===== src/rtl/note_tone_generator_if.sv =====
// Note request / tone status bundle between the melody player and the tone generator.
//   Request_i       one-cycle note start strobe (player -> generator)
//   Abort_i         level, stops the current note (player -> generator)
//   Duration_ms_i   note length in ms (player -> generator)
//   HalfPeriod_us_i tone half-period in us, 0 = rest (player -> generator)
//   SoundWave_o     registered square wave for the buzzer pin (generator -> player/pin)
//   Busy_o          high while a note is playing (generator -> player)
//   Done_o          one-cycle pulse on normal completion (generator -> player)
interface note_tone_generator_if;
  logic        Request_i;
  logic        Abort_i;
  logic [15:0] Duration_ms_i;
  logic [15:0] HalfPeriod_us_i;
  logic        SoundWave_o;
  logic        Busy_o;
  logic        Done_o;

  modport master (
    output Request_i,
    output Abort_i,
    output Duration_ms_i,
    output HalfPeriod_us_i,
    input  SoundWave_o,
    input  Busy_o,
    input  Done_o
  );

  modport slave (
    input  Request_i,
    input  Abort_i,
    input  Duration_ms_i,
    input  HalfPeriod_us_i,
    output SoundWave_o,
    output Busy_o,
    output Done_o
  );
endinterface


===== src/rtl/note_tone_generator.sv =====
// Square-wave note generator. Accepts one note per request in idle, plays a tone of the latched
// half-period (us) for the latched duration (ms), then pulses Done_o.
//   Clock  system clock, rising edge
//   Reset  asynchronous, active-low
//   bus    note_tone_generator_if.slave: request/abort/duration/half-period in,
//          SoundWave_o/Busy_o/Done_o out (all registered)
module note_tone_generator #(
  parameter int unsigned CLOCK_HZ = 10_000_000
) (
  input logic                 Clock,
  input logic                 Reset,
  note_tone_generator_if.slave bus
);

  localparam int unsigned US_TICKS = CLOCK_HZ / 1_000_000;
  localparam int unsigned UsW      = (US_TICKS > 1) ? $clog2(US_TICKS) : 1;
  localparam logic [UsW-1:0] UsLast = UsW'(US_TICKS - 1);

  typedef enum logic [0:0] {StIdle, StPlaying} state_e;

  state_e         state_q, state_d;
  logic [UsW-1:0] us_cnt_q, us_cnt_d;
  logic [9:0]     ms_cnt_q, ms_cnt_d;
  logic [15:0]    hp_cnt_q, hp_cnt_d;
  logic [15:0]    remain_q, remain_d;
  logic [15:0]    hp_q, hp_d;
  logic           wave_q, wave_d;
  logic           done_q, done_d;

  logic us_tick, ms_tick;

  assign us_tick = (us_cnt_q == UsLast);
  assign ms_tick = us_tick && (ms_cnt_q == 10'd999);

  always_comb begin
    state_d  = state_q;
    us_cnt_d = us_cnt_q;
    ms_cnt_d = ms_cnt_q;
    hp_cnt_d = hp_cnt_q;
    remain_d = remain_q;
    hp_d     = hp_q;
    wave_d   = wave_q;
    done_d   = 1'b0;

    unique case (state_q)
      StIdle: begin
        if (bus.Request_i && !bus.Abort_i) begin
          hp_d     = bus.HalfPeriod_us_i;
          remain_d = bus.Duration_ms_i;
          us_cnt_d = '0;
          ms_cnt_d = '0;
          hp_cnt_d = '0;
          wave_d   = 1'b0;
          if (bus.Duration_ms_i != 16'd0) begin
            state_d = StPlaying;
          end else begin
            // Zero-length note completes immediately without ever going busy.
            done_d = 1'b1;
          end
        end
      end

      StPlaying: begin
        if (bus.Abort_i) begin
          // Abort has priority over a coinciding final ms tick: no Done_o.
          state_d = StIdle;
          wave_d  = 1'b0;
        end else begin
          us_cnt_d = us_tick ? '0 : us_cnt_q + 1'b1;
          if (us_tick) begin
            ms_cnt_d = ms_tick ? 10'd0 : ms_cnt_q + 10'd1;
            if (hp_q != 16'd0) begin
              if (hp_cnt_q == hp_q - 16'd1) begin
                wave_d   = ~wave_q;
                hp_cnt_d = 16'd0;
              end else begin
                hp_cnt_d = hp_cnt_q + 16'd1;
              end
            end
          end
          if (ms_tick) begin
            remain_d = remain_q - 16'd1;
            if (remain_q == 16'd1) begin
              state_d = StIdle;
              wave_d  = 1'b0;
              done_d  = 1'b1;
            end
          end
        end
      end

      default: state_d = StIdle;
    endcase
  end

  always_ff @(posedge Clock or negedge Reset) begin
    if (!Reset) begin
      state_q  <= StIdle;
      us_cnt_q <= '0;
      ms_cnt_q <= '0;
      hp_cnt_q <= '0;
      remain_q <= '0;
      hp_q     <= '0;
      wave_q   <= 1'b0;
      done_q   <= 1'b0;
    end else begin
      state_q  <= state_d;
      us_cnt_q <= us_cnt_d;
      ms_cnt_q <= ms_cnt_d;
      hp_cnt_q <= hp_cnt_d;
      remain_q <= remain_d;
      hp_q     <= hp_d;
      wave_q   <= wave_d;
      done_q   <= done_d;
    end
  end

  assign bus.SoundWave_o = wave_q;
  assign bus.Busy_o      = (state_q == StPlaying);
  assign bus.Done_o      = done_q;

endmodule


===== src/flat_wrapper.sv =====
// flat-port wrapper written by rule: the top's interface ports become plain ports
module note_tone_generator_flat 
#(
  parameter int unsigned CLOCK_HZ = 10_000_000
)
  (Clock, Reset, bus_Request_i, bus_Abort_i, bus_Duration_ms_i, bus_HalfPeriod_us_i, bus_SoundWave_o, bus_Busy_o, bus_Done_o);
  note_tone_generator_if bus_i ();
  input logic Clock;
  input logic Reset;
  input wire logic [$bits(bus_i.Request_i)-1:0] bus_Request_i;
  input wire logic [$bits(bus_i.Abort_i)-1:0] bus_Abort_i;
  input wire logic [$bits(bus_i.Duration_ms_i)-1:0] bus_Duration_ms_i;
  input wire logic [$bits(bus_i.HalfPeriod_us_i)-1:0] bus_HalfPeriod_us_i;
  output wire logic [$bits(bus_i.SoundWave_o)-1:0] bus_SoundWave_o;
  output wire logic [$bits(bus_i.Busy_o)-1:0] bus_Busy_o;
  output wire logic [$bits(bus_i.Done_o)-1:0] bus_Done_o;
  assign bus_i.Request_i = bus_Request_i;
  assign bus_i.Abort_i = bus_Abort_i;
  assign bus_i.Duration_ms_i = bus_Duration_ms_i;
  assign bus_i.HalfPeriod_us_i = bus_HalfPeriod_us_i;
  assign bus_SoundWave_o = bus_i.SoundWave_o;
  assign bus_Busy_o = bus_i.Busy_o;
  assign bus_Done_o = bus_i.Done_o;
  note_tone_generator #(.CLOCK_HZ(CLOCK_HZ)) u_core (.Clock(Clock), .Reset(Reset), .bus(bus_i));
endmodule

===== config.mk =====
export PLATFORM = sky130hd
export DESIGN_NAME = note_tone_generator_flat
export DESIGN_NICKNAME = d
export VERILOG_FILES = /design/src/rtl/note_tone_generator_if.sv /design/src/rtl/note_tone_generator.sv /design/src/flat_wrapper.sv
export SDC_FILE = /design/constraint.sdc
export NUM_CORES = 1
export LEC_CHECK = 0
export BUFFER_PORTS_ARGS = -buffer_cell sky130_fd_sc_hd__buf_2
export CAP_MARGIN = 20
export CELL_PAD_IN_SITES_DETAIL_PLACEMENT = 0
export CELL_PAD_IN_SITES_GLOBAL_PLACEMENT = 2
export CORE_UTILIZATION = 39
export CTS_CLUSTER_SIZE = 40
export DETAILED_ROUTE_END_ITERATION = 16
export HOLD_SLACK_MARGIN = 0.15
export PLACE_DENSITY = 0.92
export SKIP_LAST_GASP = 1
export SYNTH_ARGS = -nofsm -noshare
export SYNTH_HDL_FRONTEND = slang
export SYNTH_SLANG_ARGS = --single-unit

===== constraint.sdc =====
create_clock -name Clock -period 6.8 [get_ports Clock]
set_input_delay 1.36 -clock Clock [delete_from_list [all_inputs] [get_ports Clock]]
set_output_delay 1.36 -clock Clock [all_outputs]
set_load 0.1 [all_outputs]

==> results.toml <==
[status]
status = "completed"

[place]
place.detailed.hpwl_um = 6370
io_buffers = 38
gp_congestion = 0.800

[cells_and_area]
nNetsFinal = 513
multiInputGateArea_um2 = 2080
antenna_cells = 0
drive_gt1_share_pct = 14.1
postLayoutCoreUtil_pct = 46.1
num-fill-cells = 987
area_growth_pct = 13.2
regArea_um2 = 1630

[floorplanning]
initial_core_util_pct = 40.7
rows = 35
ios = 39
die_height_um = 101
die-area_um2 = 10200
core_area_um2 = 9370
fp.dieW_um = 101

[cts]
clk_path_buf_depth = 2
cts_root_buffer = "clkbuf_8"
cts_tree = "yes"
cts-buffers-inserted = 9
post-cts-setup-buffers = 0
cts_hold_buffers = 0
htreeDepth = 3
clock_sink_count = 65
clk-insertion-delay-late_ns = 0.36
cts.clk_slew.worst_paths_ns = 0.07
cts_resized = 0

[routing]
postRouteAntennaNets = 0
remaining_drc_errors = 0
dr.pass1.iters = 4
drt_iter0_drc = 153
vias = 3231
viasPerCell = 5.35
routed_wl_um = 9110
wl_per_cell_um = 15.1

[sta]
setup_viol_count_final = 0
setup-tns-final_ns = 0
min_period_ns = 3.72
hold_violations = 0
whs_ns = 0.496
clock_skew_ns = 0.0103
tightest_slew_ns = 1.06
max_freq_mhz = 269
drv_slew = 0
period_share_pct = 54.8
rsz0062_at_grt = "no"
max_slew_margin_pct = 29.6

[worst_hold_path]
hold_start = "u_core.ms_cnt_q[8]"
whs_path_depth = 1
min_to = "u_core.ms_cnt_q[8]"
min_path_type = "flip-flop to flip-flop"

[critical_path]
cp.required_ns = 7.02
end_kind = "flip-flop"
start_kind = "primary input"
r2r-end = "u_core.hp_cnt_q[7]"
timing.rr.start = "u_core.hp_q[2]"
arrival_ns = 3.94
critPathKind = "primary input to flip-flop"
crit_fanout = 30
r2r_slack_ns = 3.73
reg2reg_depth = 7

[pwr]
worst_ir_drop_vdd_mv = 0.146
cellLeakagePower_nw = 1.93
powerDensity_nw_per_um2 = 257

[global_routing]
grt_max_degree = 66
grt_pass1_vias = 3122
grtUsageTotal_pct = 19.6
antenna_found_initial = 0
overflow = 0
grt_pass1_wl_um = 15300

[yosys]
synth_top_area_share_pct = 42.6
synth.distinct_cells = 55
synth_ff_type = "dfrtp_1"
syn_nets = 476
yosysSeqAreaShare_pct = 42.6
synth_top_area_cell = "dfrtp_1"
yosysWarnings = 0
synth_edf_count = 0
synthArstFlopShare_pct = 100
synth_seq_cells = 65
syn_area_um2 = 3810
synthesis.instances = 433
synth.avg_cell_area_um2 = 8.81
synth.area.top_cells = "dfrtp_1 (43%), nand2_1 (6.5%), o21ai_0 (4.3%)"

[job]
drv_cap = 0
==> worst max-delay path by stage <==
stage                     start                  end  depth (start not counted)
global placement    bus_Abort_i  u_core.hp_cnt_q[13]                          8
global route        bus_Abort_i  u_core.remain_q[11]                          7
detailed placement  bus_Abort_i   u_core.remain_q[7]                          7
finish              bus_Abort_i   u_core.hp_cnt_q[7]                          8
floorplan           bus_Abort_i   u_core.hp_cnt_q[6]                          8
CTS                 bus_Abort_i   u_core.remain_q[7]                          7
==> cells in the mapped netlist (3+ instances only) <==
| cell type | n |
|---|---|
| nand2_1 | 66 |
| dfrtp_1 | 65 |
| nor2_1 | 35 |
| o21ai_0 | 33 |
| nand3_1 | 25 |
| a21oi_1 | 20 |
| xnor2_1 | 18 |
| xor2_1 | 16 |
| nor4_1 | 12 |
| o22ai_1 | 12 |
| nor3_1 | 11 |
| clkbuf_1 | 10 |
| inv_1 | 10 |
| nand4_1 | 9 |
| nor2b_1 | 9 |
| ha_1 | 7 |
| and3_1 | 6 |
| mux2i_1 | 6 |
| nor3b_1 | 4 |
| a21o_1 | 3 |
| a22o_1 | 3 |
| and4_1 | 3 |
| nand2b_1 | 3 |
| nand3b_1 | 3 |
| o21bai_1 | 3 |
| or4_1 | 3 |
==> cell usage in the layout, fill, tap and decap left out, types with 7 or more instances in the layout <==
cell type	count
ha_1	7
nor4_1	12
nand3_1	25
a21oi_1	20
nor3_1	11
buf_2	38
dfrtp_1	65
o22ai_1	12
xnor2_1	18
inv_1	10
o21ai_0	33
clkbuf_8	10
nand2_1	66
nand4_1	9
xor2_1	16
nor2_1	35
nor2b_1	9
==> kinds of logic after synthesis <==
group	synth area share, %
DFF	42.6
adders and majority gates	2.30
muxes	2.16
buffers and inverters	2.89
xor gates and xnor gates	7.81
AOI/OAI and AO/OA	14.6
and+or+nand+nor	27.6
==> routing by layer <==
| layer | track usage [%] | wire length, um | vias up |
|---|---|---|---|
| li1 | - | - | 1629 |
| met1 | 25.8 | 4310 | 1550 |
| met2 | 32.1 | 4440 | 40 |
| met3 | 4.23 | 238 | 12 |
| met4 | 6.13 | 128 | 0 |
| met5 | 0 | 0 | - |
==> flip-flops by register name (all words and copies together) (netlist names) <==
| name | count |
|---|---|
| u_core.bus.Busy_o | 1 |
| u_core.hp_q | 16 |
| u_core.hp_cnt_q | 16 |
| u_core.remain_q | 16 |
| u_core.bus.SoundWave_o | 1 |
| u_core.bus.Done_o | 1 |
| u_core.us_cnt_q | 4 |
| u_core.ms_cnt_q | 10 |
==> critical path, stage by stage <==
cell	delay, ns
buf_2	0.14
or3b_2	0.75
a21o_1	0.37
a21oi_1	0.45
nand4_1	0.41
nor2b_1	0.25
xnor2_1	0.14
nor2_1	0.06
==> stage by stage <==
step	cell area [um2]	setup WS, ns	std cells	power (W)
global placement	4120	2.76	588	0.000776
CTS	4320	3.08	604	0.00112
floorplan	3810	3.61	433	0.000706
finish	4320	3.08	604	0.00111
detailed placement	4120	2.71	588	0.000786
global route	4320	2.76	604	0.00118
==> final cells by class <==
type | instances | area share [%]
clock buffers | 10 | 3.19
multi-input cells | 343 | 48.3
clock inverters | 6 | 1.33
inverters | 10 | 0.870
well taps | 129 | 3.74
flip-flops and latches | 65 | 37.7
repair buffers | 41 | 4.93
==> power breakdown <==
part,total (W),internal [W],switching (W)
combinational,0.000264,0.000119,0.000146
clock,0.000331,0.000177,0.000154
sequential,0.000513,0.000439,0.0000739
(Power assumes the default switching activity.)
